`src/rtl/tone_mixer.sv`:
```
// -----------------------------------------------------------------------------
// tone_mixer
// Multi-channel square-wave tone generator with a saturating stereo mixer.
// Each channel divides clk by a programmable half-period. The resulting square
// wave gates that channel's amplitude word. Gated words are routed to the
// left and/or right bus, summed, and then clipped to the AMP_W range.
//
// Parameters
//   CHANNELS    number of tone channels (1..8)
//   DIV_W       half-period divisor width
//   AMP_W       amplitude / output sample width
// Ports
//   clk         system clock
//   rst_n       asynchronous active-low reset
//   note_div    per-channel half-period minus 1 (0 = silent), DIV_W each
//   amp         per-channel unsigned amplitude, AMP_W each (sampled live)
//   ch_en       per-channel enable (gates output only, phase keeps running)
//   left_mask   per-channel routing to the left bus
//   right_mask  per-channel routing to the right bus
//   sync        synchronous phase restart of all channels
//   audio_left  registered left sample
//   audio_right registered right sample
//   clip_left   registered, left sum saturated this sample
//   clip_right  registered, right sum saturated this sample
// -----------------------------------------------------------------------------
module tone_mixer #(
   parameter int unsigned CHANNELS = 4,
   parameter int unsigned DIV_W    = 20,
   parameter int unsigned AMP_W    = 16
) (
   input  logic                      clk,
   input  logic                      rst_n,
   input  logic [CHANNELS*DIV_W-1:0] note_div,
   input  logic [CHANNELS*AMP_W-1:0] amp,
   input  logic [CHANNELS-1:0]       ch_en,
   input  logic [CHANNELS-1:0]       left_mask,
   input  logic [CHANNELS-1:0]       right_mask,
   input  logic                      sync,
   output logic [AMP_W-1:0]          audio_left,
   output logic [AMP_W-1:0]          audio_right,
   output logic                      clip_left,
   output logic                      clip_right
);

   // Sum width large enough that CHANNELS full-scale words never overflow.
   localparam int unsigned SUM_W = AMP_W + $clog2(CHANNELS);
   localparam logic [SUM_W-1:0] MAX_SUM = SUM_W'({AMP_W{1'b1}});

   // Per-channel state: counter, latched divisor, phase.
   logic [DIV_W-1:0]    r_cnt [CHANNELS];
   logic [DIV_W-1:0]    r_dl  [CHANNELS];
   logic [CHANNELS-1:0] r_ph;

   logic [CHANNELS-1:0] w_gate;
   logic [SUM_W-1:0]    w_sum_l;
   logic [SUM_W-1:0]    w_sum_r;
   logic                w_clip_l;
   logic                w_clip_r;
   logic [AMP_W-1:0]    w_sat_l;
   logic [AMP_W-1:0]    w_sat_r;

   // Channel divider state update.
   // A zero divisor reloads every cycle so a new value is picked up at once.
   // A nonzero divisor is reloaded only at terminal count, which keeps every
   // half-period whole when the note changes.
   always_ff @(posedge clk or negedge rst_n) begin
      if (!rst_n) begin
         for (int unsigned i = 0; i < CHANNELS; i++) begin
            r_cnt[i] <= '0;
            r_dl[i]  <= '0;
         end
         r_ph <= '0;
      end else begin
         for (int unsigned i = 0; i < CHANNELS; i++) begin
            if (sync || (r_dl[i] == '0)) begin
               r_cnt[i] <= '0;
               r_ph[i]  <= 1'b0;
               r_dl[i]  <= note_div[i*DIV_W +: DIV_W];
            end else if (r_cnt[i] == r_dl[i]) begin
               r_cnt[i] <= '0;
               r_ph[i]  <= ~r_ph[i];
               r_dl[i]  <= note_div[i*DIV_W +: DIV_W];
            end else begin
               r_cnt[i] <= r_cnt[i] + DIV_W'(1);
            end
         end
      end
   end

   // A channel contributes during its low-phase-bit half when enabled and not silent.
   always_comb begin
      w_gate = '0;
      for (int unsigned i = 0; i < CHANNELS; i++) begin
         w_gate[i] = ch_en[i] && (r_dl[i] != '0) && !r_ph[i];
      end
   end

   // Bus sums at full width.
   always_comb begin
      w_sum_l = '0;
      w_sum_r = '0;
      for (int unsigned i = 0; i < CHANNELS; i++) begin
         if (w_gate[i] && left_mask[i]) begin
            w_sum_l = w_sum_l + SUM_W'(amp[i*AMP_W +: AMP_W]);
         end
         if (w_gate[i] && right_mask[i]) begin
            w_sum_r = w_sum_r + SUM_W'(amp[i*AMP_W +: AMP_W]);
         end
      end
   end

   // Saturate each bus to full scale and flag the clip.
   always_comb begin
      w_clip_l = (w_sum_l > MAX_SUM);
      w_clip_r = (w_sum_r > MAX_SUM);
      w_sat_l  = w_clip_l ? {AMP_W{1'b1}} : w_sum_l[AMP_W-1:0];
      w_sat_r  = w_clip_r ? {AMP_W{1'b1}} : w_sum_r[AMP_W-1:0];
   end

   // Registered sample outputs.
   always_ff @(posedge clk or negedge rst_n) begin
      if (!rst_n) begin
         audio_left  <= '0;
         audio_right <= '0;
         clip_left   <= 1'b0;
         clip_right  <= 1'b0;
      end else begin
         audio_left  <= w_sat_l;
         audio_right <= w_sat_r;
         clip_left   <= w_clip_l;
         clip_right  <= w_clip_r;
      end
   end

endmodule

```
`config.mk`:
```
export PLATFORM = sky130hd
export DESIGN_NAME = tone_mixer
export DESIGN_NICKNAME = d
export VERILOG_FILES = /design/src/rtl/tone_mixer.sv
export SDC_FILE = /design/constraint.sdc
export NUM_CORES = 1
export LEC_CHECK = 0
export CAP_MARGIN = 20
export CORE_MARGIN = 3
export CORE_UTILIZATION = 57
export CTS_CLUSTER_DIAMETER = 100
export DETAILED_ROUTE_END_ITERATION = 16
export MAX_ROUTING_LAYER = met4
export PLACE_DENSITY_LB_ADDON = 0.05
export RECOVER_POWER = 100
export SLEW_MARGIN = 0
export SYNTH_ARGS = -nofsm -noshare
export SYNTH_HDL_FRONTEND = slang
export SYNTH_SLANG_ARGS = --single-unit
export TNS_END_PERCENT = 30
```
`constraint.sdc`:
```
create_clock -name clk -period 10.2 [get_ports clk]
set_input_delay 1.02 -clock clk [delete_from_list [all_inputs] [get_ports clk]]
set_output_delay 1.02 -clock clk [all_outputs]
set_load 0.02 [all_outputs]
```
==> results of run 1 <==
-- per-layer routing --
metal,share of wire,vias to the layer above
li1,-,6385
met1,0.44,6328
met2,0.48,381
met3,0.054,80
met4,0.029,0
met5,0,-
-- metrics by stage --
step	std cells	total power, W	setup WS [ps]	util
after floorplan	1685	0.00143	2920	-
after global placement	2160	0.00168	1490	0.667
after detailed placement	2160	0.00170	1300	0.667
after CTS	2192	0.00242	1630	0.690
after global routing	2197	0.00253	498	0.688
final	2197	0.00240	1200	0.688
-- worst reg2reg max path, delay by kind of cell (launching register included) --
kind	cells	cell delay [ps]
multiplexers	1	290
XOR/XNOR	2	260
buffers and inverters	2	470
adder cells (fa/ha/maj)	5	1870
AO/OA/AOI/OAI	13	3430
AND/OR/NAND/NOR	7	2050
flip-flops	1	430
-- kinds of logic (layout without fill, tap and decap cells) --
logic type,count (synthesis),in the layout,synth area share
flip-flops,198,198,0.321
adder cells (fa/ha/maj),102,102,0.0850
other,0,5,0
multiplexers,107,107,0.0772
XOR/XNOR,226,226,0.128
buffers and inverters,111,283,0.0366
AO/OA/AOI/OAI,317,317,0.147
AND/OR/NAND/NOR,624,624,0.206
-- cells in the mapped netlist, types with 12 or more instances --
master,count
a21oi_1,69
nor3_1,34
o21ai_0,59
nor2_1,185
nor4_1,29
buf_1,13
o211ai_1,22
or3_1,12
a21o_1,21
a211o_1,15
dfrtp_1,198
inv_1,42
xor2_1,118
mux2_2,94
clkbuf_1,38
nand2_1,113
ha_1,92
nand4_1,28
and2_1,34
and3_1,37
nand3_1,65
xnor2_1,108
o21a_1,20
mux2i_1,12
nor2b_1,17
-- layout make-up --
| type | count | share of cell area |
|---|---|---|
| Timing Repair Buffer | 208 | 0.111 |
| Antenna cell | 5 | 0.000690 |
| Clock buffer | 17 | 0.0234 |
| Inverter | 43 | 0.00931 |
| Sequential cell | 198 | 0.273 |
| Clock inverter | 15 | 0.0105 |
| Tap cell | 335 | 0.0231 |
| Multi-Input combinational cell | 1376 | 0.549 |
-- where the power goes --
part | internal (W) | switching, W | total (W)
combinational | 0.000360 | 0.000412 | 0.000772
clock | 0.000340 | 0.000383 | 0.000723
sequential | 0.000852 | 0.0000518 | 0.000904
total | 0.00155 | 0.000847 | 0.00240
-- state kept, by name (all words and copies together) (netlist names) --
name and count:
audio_left 16, r_ph 4, audio_right 16, r_cnt 80
r_dl 80, clip_left 1, clip_right 1
-- how the worst max path moves through the flow --
stage | from | to | slack [ps] | cells after the start
global route | ch_en[0] | audio_right[2]$_DFF_PN0_ | 500 | 32
detailed placement | ch_en[0] | audio_right[2]$_DFF_PN0_ | 1300 | 33
floorplan | ch_en[0] | audio_right[11]$_DFF_PN0_ | 2920 | 31
finish | ch_en[0] | audio_right[2]$_DFF_PN0_ | 1200 | 30
CTS | r_dl[66]$_DFFE_PN0P_ | audio_right[2]$_DFF_PN0_ | 1630 | 32
global placement | ch_en[0] | audio_right[2]$_DFF_PN0_ | 1490 | 33
==> metrics.md, run 1 <==
| Metric | Value |
|---|---|
| Fmax | `111 MHz` |
| Cells resized by post-CTS repair | `0` |
| Critical Path Source Type | `primary input` |
| Cts bufs inserted | `17` |
| Initial antenna violation count | `6` |
| Clock Path Buffers | `2` |
| Synth Flop Type | `dfrtp_1` |
| Vias in the first global route | `13,100` |
| Post-synth top area cell | `dfrtp_1` |
| Worst path arrival time | `9250 ps` |
| CTS Root Cell | `clkbuf_16` |
| Die height | `171 um` |
| Critical path capture point type | `flop` |
| Worst-skew pair later-pin latency | `450 ps` |
| Post-synth cell types | `105` |
| Crit path required time | `10,450 ps` |
| CP max-delay cell | `a21oi_2` |
| Post-detail-place hpwl | `31,300 um` |
| First-pass GRT wire length | `67,000 um` |
| Drt drc | `0` |
| Sequential Area | `4950 um2` |
| Worst hold start | `r_cnt[60]$_DFF_PN0_` |
| CTS Sinks | `198` |
| Hold buffers post-CTS | `0` |
| Maxcap violations | `7` |
| Leading cell type in the layout, fill and taps excluded | `dfrtp_1` |
| First-pass DRT Iterations | `5` |
| Mean Syn Cell Area | `9.17 um2` |
| Failing checks | `max-capacitance violations, max-slew violations` |
| GRT Total Usage | `0.293` |
| Reg2reg setup slack | `1210 ps` |
| DR vias/cell | `6.00` |
| Met3 Track Usage GR | `0.0485` |
| Hold path depth | `1` |
| Layout cell share with drive strength beyond 1 | `0.0969` |
| Met1 Track Usage GR | `0.375` |
| Final Cell Area | `18,100 um2` |
| CTS tree | `built` |
| PD cells | `132 nW/um2` |
| Hold Fails Final Rpt | `0` |
| Routability cong. | `0.958` |
| Worst slew margin | `-1.55` |
| Number of flops mapped to enable cells by yosys | `0` |
| Area of the multi-input gates | `9960 um2` |
| Mapped Nets | `1,942` |
| Largest net degree at the start of global routing | `79` |
| Min-Delay Path Class | `flop to flop` |
| Reg clk slew, reported paths | `80 ps` |
| R2R Path Start | `r_dl[66]$_DFFE_PN0P_` |
| Die area | `29,100 um2` |
| Least-Margin Pin Slew | `3830 ps` |
| GRT busiest layer | `met2` |
| Synth top area share | `0.321` |
| CP peak stage delay | `690 ps` |
| H-tree depth | `4` |
| Worst R2R Path Depth | `30` |
| Ports | `193` |
| FP Rows | `59` |
| Die Width | `171 um` |
| Port Buffers | `192` |
| Synth Register Bits | `198` |
| Core area | `26,400 um2` |
| Worst R2R End | `audio_right[2]$_DFF_PN0_` |
| Routed len/inst | `18.6 um` |
| Skew final | `16.3 ps` |
| Worst ir drop on vdd | `0.154 mV` |
| DRT antenna net count | `0` |
| Mapped cell area | `15,500 um2` |
| Initial DRC count | `943` |
| LEAKAGE | `7.95 nW` |
| Crit path buf inv count | `3` |
| Fill cells | `2,164` |
| Synth async-reset ratio | `1.00` |
| DR vias | `13,200` |
| Part of the Yosys area used for sequential elements | `0.321` |
| Total Wirelength | `40,900 um` |
| Max FO, Critical Path | `20` |
| GRT overflow | `0` |
| Synth warn | `0` |
| Total negative slack | `0 ps` |
| Crit share post-route | `0.882` |
| Tmin final | `9000 ps` |
| Fin Hold WS | `533 ps` |
| RSZ-0062 raised after global routing | `false` |
| Setup bufs post-CTS | `0` |
| P&R area growth vs syn | `17.4%` |
| Ranking of synthesized cells by area | `dfrtp_1 (32%), ha_1 (7.4%), mux2_2 (6.8%)` |
| Commonest cells after routing, fill and taps aside | `dfrtp_1 (198), nor2_1 (185), clkdlybuf4s50_1 (157)` |
| Starting Density | `0.587` |
| Status | `complete, but fails checks` |
| Cells after synthesis | `1,685` |
| Family with the most delay on the worst path | `compound AO/OA/AOI/OAI gates` |
| Dpl cell area | `17,600 um2` |
| Met2 Usage GRT | `0.478` |
| Worst Hold Path EP | `r_cnt[60]$_DFF_PN0_` |
| Slew Viols, Final | `367` |
| Nets | `2,101` |
| Final Setup Violations | `0` |
| CP Class | `primary input to flop` |
Power figures use the tool's default switching activity.
==> inputs of run 2 (changes only) <==
--- a/config.mk
+++ b/config.mk
@@ -5,7 +5,6 @@
 export SDC_FILE = /design/constraint.sdc
 export NUM_CORES = 1
 export LEC_CHECK = 0
-export CAP_MARGIN = 20
 export CORE_MARGIN = 3
 export CORE_UTILIZATION = 57
 export CTS_CLUSTER_DIAMETER = 100
==> results of run 2 <==
Same layout as run 1: the final DEF is identical, and so are final timing and power.
==> RTL change, RTL diff (config.mk and constraints of run 2) <==
The parameter `CHANNELS` goes from 4 to 2.
--- a/src/rtl/tone_mixer.sv
+++ b/src/rtl/tone_mixer.sv
@@ -24,7 +24,7 @@
 //   clip_right  registered, right sum saturated this sample
 // -----------------------------------------------------------------------------
 module tone_mixer #(
-   parameter int unsigned CHANNELS = 4,
+   parameter int unsigned CHANNELS = 2,
    parameter int unsigned DIV_W    = 20,
    parameter int unsigned AMP_W    = 16
 ) (
Ports: changed (5 resized); port bits go from 193 to 115. The function was not compared with the original's and may differ.
==> RTL change against run 2 <==
The flow still finishes with violations (max-capacitance violations, max-slew violations). Routed wire length decreased by 54%. Sequential cell count decreased by 82. Power decreased by 43%. Fmax increased by 51%. Clock skew decreased by 0.0061 ns. Cell area decreased by 50%. Synthesized cell count decreased by 57%. Cell count decreased by 54%. Critical path depth decreased by 28. Area after synthesis decreased by 53%. Setup slack improved by 3.1 ns. Utilization increased by 5.5 points. Critical path type is now input pin to asynchronous set/reset pin.
==> RTL change: results (changes against run 2) <==
metric	value	unit	change
outcome	finished, violations left		unchanged
violations	max-capacitance violations, max-slew violations		unchanged
synth-compound-area-share	13.0	%	was 14.7%
maxSlewViolCount	160		was 367
max_cap_violations	3		was 7
ir_worst_vdd	0.0992	mV	was 0.154 mV
slowest_stage	clkbuf_1		was a21oi_2
synth_xor_area_share	12.3	%	was 12.8%
grt_start_max_net_pins	73		was 79
synth_mux_area_share	6.40	%	was 7.72%
synth_fa_ha_area_share	6.20	%	was 8.50%
crit_end	audio_left[10]		was audio_right[2]
grt_pass1_vias	6243		was 13100
synthDistinctLibCells	64		was 105
startpoint	rst_n		was ch_en[0]
clock-skew-final	0.0102	ns	was 0.0163 ns
synthTopCellsByArea	dfrtp_1, xor2_1, mux2_2		was dfrtp_1, ha_1, mux2_2
cp_top_family	buffers and inverters		was compound AO/OA/AOI/OAI gates
detailed_place_hpwl	13400	um	was 31300 um
place_inst	988		was 2160
place_congestion	0.933		was 0.958
worstMarginPinSlew	3.74	ns	was 3.83 ns
worstPathMaxFanout	72		was 20
dp_slack	4.54	ns	was 1.30 ns
gr-usage-all-layers	28.6	%	was 29.3%
wl_per_cell	18.4	um	was 18.6 um
fin_nets	952		was 2101
synth_seq_area_share	40.4	%	was 32.1%
clk_pin_slew	0.06	ns	was 0.08 ns
largest_registers	r_cnt: 40 flops, r_dl: 40 flops		was r_cnt: 80 flops, r_dl: 80 flops
num_antenna_cells	0		was 5
reg2reg_to	audio_right[12]		was audio_right[2]
p_leak	4.01	nW	was 7.95 nW
drive_gt1_share	10.6	%	was 9.69%
first_pass_iters	7		was 5
rrSetupSlack	4.81	ns	was 1.21 ns
synth_nets	845		was 1942
reg2reg_from	r_dl[30]		was r_dl[66]
arrival	5.60	ns	was 9.25 ns
synthCells	732		was 1685
port_buffers	114		was 192
cp_slowest_stage_delay	2.76	ns	was 0.69 ns
layout.cells.non_filler	1020		was 2197
grt_pass1_wl	31400	um	was 67000 um
initialDrtViolationCount	429		was 943
dpl-instance-area	8440	sq um	was 17600 sq um
fmax	0.168	GHz	was 0.111 GHz
worst_skew_pair.late_latency	0.42	ns	was 0.45 ns
-- RTL change: cell types whose count changed after synthesis, sizes merged, moves of 21 or more --
cell           run 2  this run
nand2            113        45
nand3             65        30
nor3              34        13
ha                92        30
and3              37        15
mux2              95        40
dfrtp            198       116
clkbuf            47        22
xor2             118        53
o21ai             66        26
xnor2            108        48
nor2             185        80
inv               43        10
a21oi             73        30
-- RTL change: power breakdown --
part | switching (mW) | total (mW) | internal [mW]
logic | 0.117 | 0.227 | 0.110
registers | 0.0289 | 0.519 | 0.490
clock network | 0.220 | 0.613 | 0.393
-- RTL change: worst min path at each step --
stage                         start         to  slack, ns  cells past startpoint
final                     r_cnt[20]  r_cnt[20]       0.54                      1
after floorplan           r_cnt[20]  r_cnt[20]       0.48                      1
after global placement    r_cnt[20]  r_cnt[20]       0.51                      1
after detailed placement  r_cnt[20]  r_cnt[20]       0.52                      1
after CTS                 r_cnt[20]  r_cnt[20]       0.54                      1
after global routing      r_cnt[20]  r_cnt[20]       0.57                      1
-- RTL change: layer usage --
layer  global-route usage (%)  vias to the layer above  wire length, um
met4                     8.72                        0              383
met1                     35.1                     2936             8010
met2                     47.7                      184             9550
li1                         -                     2818                -
met3                     5.84                       37              845
met5                        -                        -                0
-- RTL change: layout make-up --
cell class | instances | area, sq um | share of cell area (%)
Inverter | 10 | 37.5 | 0.415
Clock buffer | 22 | 494 | 5.47
Timing Repair Buffer | 118 | 1150 | 12.7
Tap cell | 168 | 210 | 2.33
Clock inverter | 10 | 120 | 1.33
Multi-Input combinational cell | 576 | 4130 | 45.6
Sequential cell | 116 | 2900 | 32.1
-- RTL change: kinds of logic after synthesis --
group                      Yosys count
muxes                               41
buffers and inverters               40
AOI/OAI and AO/OA                  134
adders and majority gates           35
xor gates and xnor gates           101
DFF                                116
and+or+nand+nor                    265
-- RTL change: per-stage QoR --
step / power, mW / util [%] / hold WS (ns)
after floorplan: 0.656 / - / 0.485
after global placement: 0.750 / 69.4 / 0.512
after detailed placement: 0.755 / 69.4 / 0.522
after CTS: 1.37 / 74.5 / 0.544
after global routing: 1.41 / 74.3 / 0.574
final: 1.36 / 74.3 / 0.539
